### config.mk
export PLATFORM = sky130hd
export DESIGN_NAME = e203_exu_bjp_resolve_flat
export DESIGN_NICKNAME = d
export VERILOG_FILES = /design/src/rtl/e203_exu_bjp_resolve_pkg.sv /design/src/rtl/e203_exu_bjp_resolve_if.sv /design/src/rtl/e203_exu_bjp_resolve_sat_cnt.sv /design/src/rtl/e203_exu_bjp_resolve.sv /design/src/flat_wrapper.sv
export SDC_FILE = /design/constraint.sdc
export NUM_CORES = 1
export LEC_CHECK = 0
export BUFFER_PORTS_ARGS = -buffer_cell sky130_fd_sc_hd__buf_2
export CAP_MARGIN = 20
export CORE_UTILIZATION = 56
export CTS_CLUSTER_SIZE = 30
export DETAILED_ROUTE_END_ITERATION = 10
export PLACE_DENSITY = 0.86
export SYNTH_ARGS = -nofsm -noshare
export SYNTH_HDL_FRONTEND = slang
export SYNTH_SLANG_ARGS = --single-unit
### constraint.sdc
create_clock -name clk -period 6 [get_ports clk]
set_input_delay 0.6 -clock clk [delete_from_list [all_inputs] [get_ports clk]]
set_output_delay 0.6 -clock clk [all_outputs]
set_load 0.01 [all_outputs]
### src/rtl/e203_exu_bjp_resolve_pkg.sv
// e203_exu_bjp_resolve_pkg: shared widths, FSM encoding and instruction-length constants
package e203_exu_bjp_resolve_pkg;
    localparam int E203_PC_SIZE = 32;
    localparam logic [2:0] LEN16 = 3'd2;
    localparam logic [2:0] LEN32 = 3'd4;
    typedef enum logic {IDLE = 1'b0, FLUSH = 1'b1} bjp_state_e;
endpackage

### src/rtl/e203_exu_bjp_resolve_if.sv
// e203_exu_bjp_resolve_if: commit candidate bus plus flush request/ack back to the IFU
interface e203_exu_bjp_resolve_if
    import e203_exu_bjp_resolve_pkg::*;
#(
    parameter int PC_SIZE = E203_PC_SIZE
);
    logic               cmt_i_valid;
    logic               cmt_i_ready;
    logic               cmt_i_bjp;
    logic               cmt_i_bjp_prdt;
    logic               cmt_i_bjp_rslv;
    logic               cmt_i_rv32;
    logic [PC_SIZE-1:0] cmt_i_pc;
    logic [PC_SIZE-1:0] cmt_i_bjp_tgt;
    logic               pipe_flush_req;
    logic               pipe_flush_ack;
    logic [PC_SIZE-1:0] pipe_flush_pc;
    modport master (
        output cmt_i_valid, cmt_i_bjp, cmt_i_bjp_prdt, cmt_i_bjp_rslv, cmt_i_rv32,
               cmt_i_pc, cmt_i_bjp_tgt, pipe_flush_ack,
        input  cmt_i_ready, pipe_flush_req, pipe_flush_pc
    );
    modport slave (
        input  cmt_i_valid, cmt_i_bjp, cmt_i_bjp_prdt, cmt_i_bjp_rslv, cmt_i_rv32,
               cmt_i_pc, cmt_i_bjp_tgt, pipe_flush_ack,
        output cmt_i_ready, pipe_flush_req, pipe_flush_pc
    );
endinterface

### src/rtl/e203_exu_bjp_resolve_sat_cnt.sv
// e203_sat_cnt: saturating up-counter with synchronous clear taking priority over increment
module e203_sat_cnt #(
    parameter int W = 32
) (
    input  logic         clk,
    input  logic         rst_n,
    input  logic         en,
    input  logic         clr,
    output logic [W-1:0] cnt
);
    always_ff @(posedge clk or negedge rst_n) begin
        if (!rst_n) cnt <= '0;
        else if (clr) cnt <= '0;
        else if (en && !(&cnt)) cnt <= cnt + 1'b1;
    end
endmodule

### src/rtl/e203_exu_bjp_resolve.sv
// e203_exu_bjp_resolve: resolves committed branches against the IFU prediction,
// raises a held redirect on mispredict and keeps branch/mispredict statistics.
module e203_exu_bjp_resolve
    import e203_exu_bjp_resolve_pkg::*;
#(
    parameter int PC_SIZE = E203_PC_SIZE,
    parameter int CNT_W   = 32
) (
    input  logic                 clk,
    input  logic                 rst_n,
    e203_exu_bjp_resolve_if.slave bus,
    input  logic                 cnt_clr,
    output logic [CNT_W-1:0]     bjp_cnt,
    output logic [CNT_W-1:0]     mis_cnt
);
    bjp_state_e         state, nxt_state;
    logic [PC_SIZE-1:0] flush_pc, redirect_pc;
    logic               ready, mis, bjp_acc, mis_acc;

    assign ready       = (state == IDLE);
    assign mis         = bus.cmt_i_valid & bus.cmt_i_bjp & (bus.cmt_i_bjp_prdt ^ bus.cmt_i_bjp_rslv);
    assign bjp_acc     = bus.cmt_i_valid & ready & bus.cmt_i_bjp;
    assign mis_acc     = mis & ready;
    assign redirect_pc = bus.cmt_i_bjp_rslv ? bus.cmt_i_bjp_tgt
                       : bus.cmt_i_pc + PC_SIZE'(bus.cmt_i_rv32 ? LEN32 : LEN16);

    always_comb begin
        nxt_state = state;
        if (state == IDLE && mis) nxt_state = FLUSH;
        if (state == FLUSH && bus.pipe_flush_ack) nxt_state = IDLE;
    end

    always_ff @(posedge clk or negedge rst_n) begin
        if (!rst_n) state <= IDLE;
        else state <= nxt_state;
    end

    // Redirect target is captured only on an accepted mispredict, so it stays put through FLUSH
    always_ff @(posedge clk or negedge rst_n) begin
        if (!rst_n) flush_pc <= '0;
        else if (mis_acc) flush_pc <= redirect_pc;
    end

    assign bus.cmt_i_ready    = ready;
    assign bus.pipe_flush_req = (state == FLUSH);
    assign bus.pipe_flush_pc  = flush_pc;

    e203_sat_cnt #(.W(CNT_W)) u_bjp_cnt (
        .clk(clk), .rst_n(rst_n), .en(bjp_acc), .clr(cnt_clr), .cnt(bjp_cnt)
    );
    e203_sat_cnt #(.W(CNT_W)) u_mis_cnt (
        .clk(clk), .rst_n(rst_n), .en(mis_acc), .clr(cnt_clr), .cnt(mis_cnt)
    );
endmodule

### src/flat_wrapper.sv
// flat-port wrapper written by rule: the top's interface ports become plain ports
module e203_exu_bjp_resolve_flat import e203_exu_bjp_resolve_pkg::*;
#(
    parameter int PC_SIZE = E203_PC_SIZE,
    parameter int CNT_W   = 32
)
  (clk, rst_n, cnt_clr, bjp_cnt, mis_cnt, bus_cmt_i_valid, bus_cmt_i_bjp, bus_cmt_i_bjp_prdt, bus_cmt_i_bjp_rslv, bus_cmt_i_rv32, bus_cmt_i_pc, bus_cmt_i_bjp_tgt, bus_pipe_flush_ack, bus_cmt_i_ready, bus_pipe_flush_req, bus_pipe_flush_pc);
  e203_exu_bjp_resolve_if #(.PC_SIZE(PC_SIZE)) bus_i ();
  input  logic clk;
  input  logic rst_n;
  input  logic cnt_clr;
  output logic [CNT_W-1:0] bjp_cnt;
  output logic [CNT_W-1:0] mis_cnt;
  input wire logic [$bits(bus_i.cmt_i_valid)-1:0] bus_cmt_i_valid;
  input wire logic [$bits(bus_i.cmt_i_bjp)-1:0] bus_cmt_i_bjp;
  input wire logic [$bits(bus_i.cmt_i_bjp_prdt)-1:0] bus_cmt_i_bjp_prdt;
  input wire logic [$bits(bus_i.cmt_i_bjp_rslv)-1:0] bus_cmt_i_bjp_rslv;
  input wire logic [$bits(bus_i.cmt_i_rv32)-1:0] bus_cmt_i_rv32;
  input wire logic [$bits(bus_i.cmt_i_pc)-1:0] bus_cmt_i_pc;
  input wire logic [$bits(bus_i.cmt_i_bjp_tgt)-1:0] bus_cmt_i_bjp_tgt;
  input wire logic [$bits(bus_i.pipe_flush_ack)-1:0] bus_pipe_flush_ack;
  output wire logic [$bits(bus_i.cmt_i_ready)-1:0] bus_cmt_i_ready;
  output wire logic [$bits(bus_i.pipe_flush_req)-1:0] bus_pipe_flush_req;
  output wire logic [$bits(bus_i.pipe_flush_pc)-1:0] bus_pipe_flush_pc;
  assign bus_i.cmt_i_valid = bus_cmt_i_valid;
  assign bus_i.cmt_i_bjp = bus_cmt_i_bjp;
  assign bus_i.cmt_i_bjp_prdt = bus_cmt_i_bjp_prdt;
  assign bus_i.cmt_i_bjp_rslv = bus_cmt_i_bjp_rslv;
  assign bus_i.cmt_i_rv32 = bus_cmt_i_rv32;
  assign bus_i.cmt_i_pc = bus_cmt_i_pc;
  assign bus_i.cmt_i_bjp_tgt = bus_cmt_i_bjp_tgt;
  assign bus_i.pipe_flush_ack = bus_pipe_flush_ack;
  assign bus_cmt_i_ready = bus_i.cmt_i_ready;
  assign bus_pipe_flush_req = bus_i.pipe_flush_req;
  assign bus_pipe_flush_pc = bus_i.pipe_flush_pc;
  e203_exu_bjp_resolve #(.PC_SIZE(PC_SIZE), .CNT_W(CNT_W)) u_core (.clk(clk), .rst_n(rst_n), .bus(bus_i), .cnt_clr(cnt_clr), .bjp_cnt(bjp_cnt), .mis_cnt(mis_cnt));
endmodule
Word level (Yosys, flattened, before mapping)
Cells that the tools add are included.
Widths: inputs -> output; s select.
{ "totals": {"latchBits": 0, "reg_bits": 97, "word_cells": 33, "n_memories": 0, "romBits": 0, "mem_bits_rw": 0, "in_bits": 73, "out_inout_bits": 98} }
{ "op_classes": {"multipliers": 0, "shifts": 0, "n_reduce_logical": 11, "bitwise": 7, "magnitude_cmp": 0, "n_div": 0, "muxes": 8, "n_addsub": 3, "eq_ne": 0} }
{ "ops": {"columns": ["operator", "n"], "rows": [
  ["$mux 32", 5],
  ["$add 32x1->32 const B", 2],
  ["$reduce_and 32->1", 2],
  ["$add 32x32->32", 1],
  ["$reduce_bool 2->1", 3],
  ["$and 1x1->1", 5],
  ["$logic_and 1x1->1", 4],
  ["$mux 3", 1],
  ["$logic_not 1->1", 2],
  ["$mux 1", 2],
  ["$not 1->1", 1],
  ["$xor 1x1->1", 1]
]} }

Depth between registers and ports, before layout
{ "logic_depth": {"depth_word": 6, "mapped_depth": 9, "depth_no_buf": 8} }

By module
A second synthesis with hierarchy kept.
{ "hier_totals": {"hier_cells": 625, "hier_area_um2": 5863.1} }
{ "by_module_without_submodules": {"columns": ["mod", "n_inst", "cells_each", "seq_area_each_um2", "area_per_inst_um2"], "rows": [
  ["e203_sat_cnt", 2, 190, 800.8, 1865.5],
  ["e203_exu_bjp_resolve", 1, 245, 825.8, 2132.0]
]} }

Least setup slack after synthesis
Ideal clock, no wire load.
{ "synth_path": {"kind": "reg-to-reg", "start": "reg u_core.u_bjp_cnt.cnt[0]", "end": "reg u_core.u_bjp_cnt.cnt[28]", "arrival_ps": 2372, "n_path_buf": 1, "setup_time_ps": 78, "period_less_slack_ps": 2450, "path_slack_ps": 3550, "stages_incl_launch_ff": 8, "required_time_ps": 5922, "cell_sequence": "dfrtp_1 ha_1 nand4_1 or4_1 or4b_4 buf_6 or3_1 a21oi_1"} }
{ "synth_via": {"elab_chain_len": 4, "word_cells_on_any_way": 7, "classes_between": "add/sub (1); mux (2); reduce/logical (4)"} }
{ "synth_rtl": {"columns": ["element", "line", "rtl"], "rows": [
  ["start, declared", "e203_exu_bjp_resolve_sat_cnt.sv:9", "output logic [W-1:0] cnt"],
  ["start signal, assigned", "e203_exu_bjp_resolve_sat_cnt.sv:14", "else if (en && !(&cnt)) cnt <= cnt + 1'b1;"],
  ["parallel branches: the longest is 4 deep, another holds $add 32x1->32", null, null]
]} }
Several ways; the timed one is not identified. The select of a mux whose other input is x is not followed.
A chain may end at the register's enable or synchronous reset.

Worst setup path after layout
{ "layout_path": {"start": "reg u_core.state (netlist: u_core.bus.pipe_flush_req)", "end": "reg u_core.u_bjp_cnt.cnt[23]"} }
{ "layout_via": {"elab_chain_len": 5} }
{ "layout_rtl": {"columns": ["element", "line", "rtl"], "rows": [
  ["start, declared", "e203_exu_bjp_resolve.sv:16", "bjp_state_e state, nxt_state;"],
  ["start signal, assigned", "e203_exu_bjp_resolve.sv:35", "else state <= nxt_state;"],
  ["$not 1->1", "e203_exu_bjp_resolve.sv:20", "assign ready = (state == IDLE);"],
  ["$and 1x1->1 (2 in series)", "e203_exu_bjp_resolve.sv:22", "assign bjp_acc = bus.cmt_i_valid & ready & bus.cmt_i_bjp;"],
  ["$logic_and 1x1->1", "e203_exu_bjp_resolve_sat_cnt.sv:14", null],
  ["$reduce_bool 2->1 (no line)", null, null]
]} }
No other way between the ends.

==> metrics.log <==
INFO  metric setup_tns = 0 ns
INFO  metric postCtsResizedCells = 0
INFO  metric crit_type = reg2reg
INFO  metric synth_sequential_area_ratio = 0.4280
INFO  metric htreeDepth = 3
INFO  metric remaining_drc_errors = 0
INFO  metric shortest_period_the_worst_path_allows = 2.966 ns
INFO  metric ys_ff_latch = 97
INFO  metric largest_net_degree_at_the_start_of_global_routing = 68
INFO  metric clk_pin_slew = 0.10 ns
INFO  metric post_synth_instance_area = 5672 µm²
INFO  metric grt_setup_unrepaired = false
INFO  metric synth.distinct_cells = 50
INFO  metric ys_async_sr_fraction = 1.000
INFO  metric worst_ir_drop_vdd = 0.1358 mV
INFO  metric timing.max_cap.violations = 0
INFO  metric critical_path.max_stage_delay = 0.61 ns
INFO  metric finalClockSkew = 0.005983 ns
INFO  metric detail-route-antenna-nets = 0
INFO  metric powerDensity = 215.8 nW/µm²
INFO  metric area.growth.synth_to_final = 20.98%
INFO  metric core_region_area = 9774 µm²
INFO  metric synth_warnings = 0
INFO  metric cts_setup_buffers = 0
INFO  metric boundary_pins = 171
INFO  metric slew_violations = 0
INFO  metric grt_pass1_wl = 25070 µm
INFO  metric end_kind = flop
INFO  metric clk_latency_worst_skew_pair = 0.37 ns
INFO  metric outcome = finished clean
INFO  metric timing.critical_path.required = 6.28 ns
INFO  metric vias_per_cell = 6.268
INFO  metric max-slew-margin-rel = 0.2544
INFO  metric dr_total_vias = 5973
INFO  metric critical_path.startpoint_type = flop
INFO  metric ff2ff_path_depth = 6
INFO  metric top_achievable_clock_speed = 337.1 MHz
INFO  metric first_global_vias = 5438
INFO  metric routed_wire_length_per_instance = 16.60 µm
INFO  metric synth_enable_flop_cells = 0
INFO  metric final-setup-viol-count = 0
INFO  metric ys_flop_type = dfrtp_1
INFO  metric postSynthAreaPerCell = 8.672 µm²
INFO  metric syn_inst = 654
INFO  metric n_antenna_cell = 0
INFO  metric wl = 15820 µm
INFO  metric clock_tree.root_cell = clkbuf_8
INFO  metric grtUsageTotal = 0.3048
INFO  metric die_width = 102.6 µm
INFO  metric layout.nets = 893
INFO  metric cp_cell_sequence = nand3b_1 > nor4_1 > o21ai_0 > buf_2 > or4_1 > a21oi_1
INFO  metric ctsLongestPathBuffers = 2
INFO  metric drive_gt1_frac = 0.2573
INFO  metric finalCritPeriodShare = 0.4944
INFO  metric initialDrtViolationCount = 294
INFO  metric worst_hold_slack = 0.2255 ns
INFO  metric std_cell_rows = 36
INFO  metric cts_buffers = 9
INFO  metric cts.sinks = 97
INFO  metric cts_tree = done
INFO  metric cts.hold.buffers_added = 0
INFO  metric height_of_the_die = 102.6 µm
INFO  metric crit_path_top_delay_cell = nor4_1
INFO  metric die_area = 10540 µm²
INFO  metric initial_antenna_violation_count = 0
INFO  metric first_pass_iters = 5
INFO  metric initial_utilization = 0.5803
INFO  metric timing.critical_path.arrival = 3.25 ns
INFO  metric final_util = 0.7020
INFO  metric place_ws = 2.894 ns
INFO  metric setup_slack = 3.034 ns
INFO  metric critPathMaxFanout = 18
INFO  metric grt_overflow = 0
INFO  metric port-buffer-count = 170
INFO  metric number_of_nets_produced_by_synthesis = 732
INFO  metric routabilityCongestion = 0.9292
INFO  metric leakagePower = 3.087 nW
INFO  metric detailed_place_hpwl = 11450 µm
INFO  metric worst_min_delay_path_class = in2async
INFO  metric final_hold_viol_count = 0
INFO  metric worst_slew_pin_slew = 1.103 ns
layout by cell type, fill, tap and decap left out, types with 2 or more instances in the layout:
cell	instances
buf_4	7
xnor2_1	10
inv_1	12
nor3b_1	2
or3_1	33
nand2b_1	2
a21oi_1	69
and4_1	13
a31o_2	5
xor2_1	18
nand4_1	35
buf_2	172
o31ai_1	20
nor3_1	15
clkbuf_8	13
nand2_1	54
and3_1	23
ha_1	4
nor4_1	3
o21ai_0	72
mux2i_1	8
nor2b_1	2
and2_1	8
mux2_2	3
nor2_1	31
dfrtp_1	97
o2111ai_1	2
nand3_1	41
or4_1	22
critical path, delay by kind of cell, from the launching register on:
kind | cells | cell delay, ns
compound gates | 2 | 0.46
buf+inv | 1 | 0.23
flops | 1 | 0.47
simple gates | 3 | 1.71
layer usage:
metal	up-vias	part of all wire	global-route usage	wire, µm
li1	2785	-	-	-
met1	2842	0.39	0.3848	6207
met2	308	0.50	0.5021	7936
met3	38	0.078	0.05695	1237
met4	0	0.028	0.1538	439
met5	-	0	0	0
metrics by stage:
| stage | std cells | total power, mW | instance area [µm²] |
|---|---|---|---|
| 6_report | 953 | 1.481 | 6862 |
| 5_1_grt | 953 | 1.547 | 6862 |
| 4_1_cts | 950 | 1.490 | 6847 |
| 3_5_place_dp | 934 | 1.018 | 6621 |
| 3_3_place_gp | 934 | 1.006 | 6621 |
| 2_1_floorplan | 654 | 0.8785 | 5672 |
Yosys cell counts (4+ instances only):
| library cell | n | area [µm²] |
|---|---|---|
| dfrtp_1 | 97 | 2427 |
| o21ai_0 | 72 | 360.4 |
| a21oi_1 | 69 | 345.3 |
| nand2_1 | 54 | 202.7 |
| nand3_1 | 41 | 205.2 |
| nand4_1 | 35 | 219.0 |
| or3_1 | 33 | 206.5 |
| nor2_1 | 32 | 120.1 |
| clkbuf_1 | 25 | 93.84 |
| and3_1 | 23 | 143.9 |
| or4_1 | 22 | 165.2 |
| o31ai_1 | 20 | 150.1 |
| xor2_1 | 18 | 157.7 |
| nor3_1 | 15 | 75.07 |
| and4_1 | 13 | 113.9 |
| inv_1 | 12 | 45.04 |
| xnor2_1 | 10 | 87.58 |
| and2_1 | 8 | 50.05 |
| mux2i_1 | 8 | 80.08 |
| a31o_2 | 5 | 43.79 |
| ha_1 | 4 | 50.05 |
power by group:
group	internal (mW)	leakage, nW	switching [mW]
logic	0.102	1.67	0.153
registers	0.714	1.31	0.0360
clock network	0.239	0.112	0.236
final cells by class:
class	count	area, µm²
Sequential cell	97	2427
Fill cell	790	2913
Timing Repair Buffer	179	913.4
Clock inverter	3	46.29
Tap cell	133	166.4
Inverter	13	48.80
Multi-Input combinational cell	515	3080
Clock buffer	13	178.9
kinds of logic after synthesis:
family          synth area share
flops                     0.4280
mux                      0.02008
compound gates            0.1743
simple gates              0.2927
fa+ha+maj                0.01235
buf+inv                  0.02934
xor+xnor                 0.04324
state kept, by name (all words and copies together) (netlist names):
signal / count
u_core.u_bjp_cnt.cnt: 32
u_core.u_mis_cnt.cnt: 32
u_core.bus.pipe_flush_pc: 32
u_core.bus.pipe_flush_req: 1
worst paths after layout:
| check | slack [ns] | startpoint | to |
|---|---|---|---|
| min in group clk | 0.40 | bus_pipe_flush_ack | u_core.bus.pipe_flush_req |
| hold / removal | 0.23 | rst_n | u_core.u_mis_cnt.cnt[12] |
| setup reg to reg | 3.03 | u_core.bus.pipe_flush_req | u_core.u_bjp_cnt.cnt[23] |
| setup / recovery | 3.03 | u_core.bus.pipe_flush_req | u_core.u_bjp_cnt.cnt[23] |
| hold reg to reg | 0.48 | u_core.bus.pipe_flush_pc[6] | u_core.bus.pipe_flush_pc[6] |
| max in group asynchronous | 4.65 | rst_n | u_core.bus.pipe_flush_pc[15] |
Power figures use the tool's default switching activity.
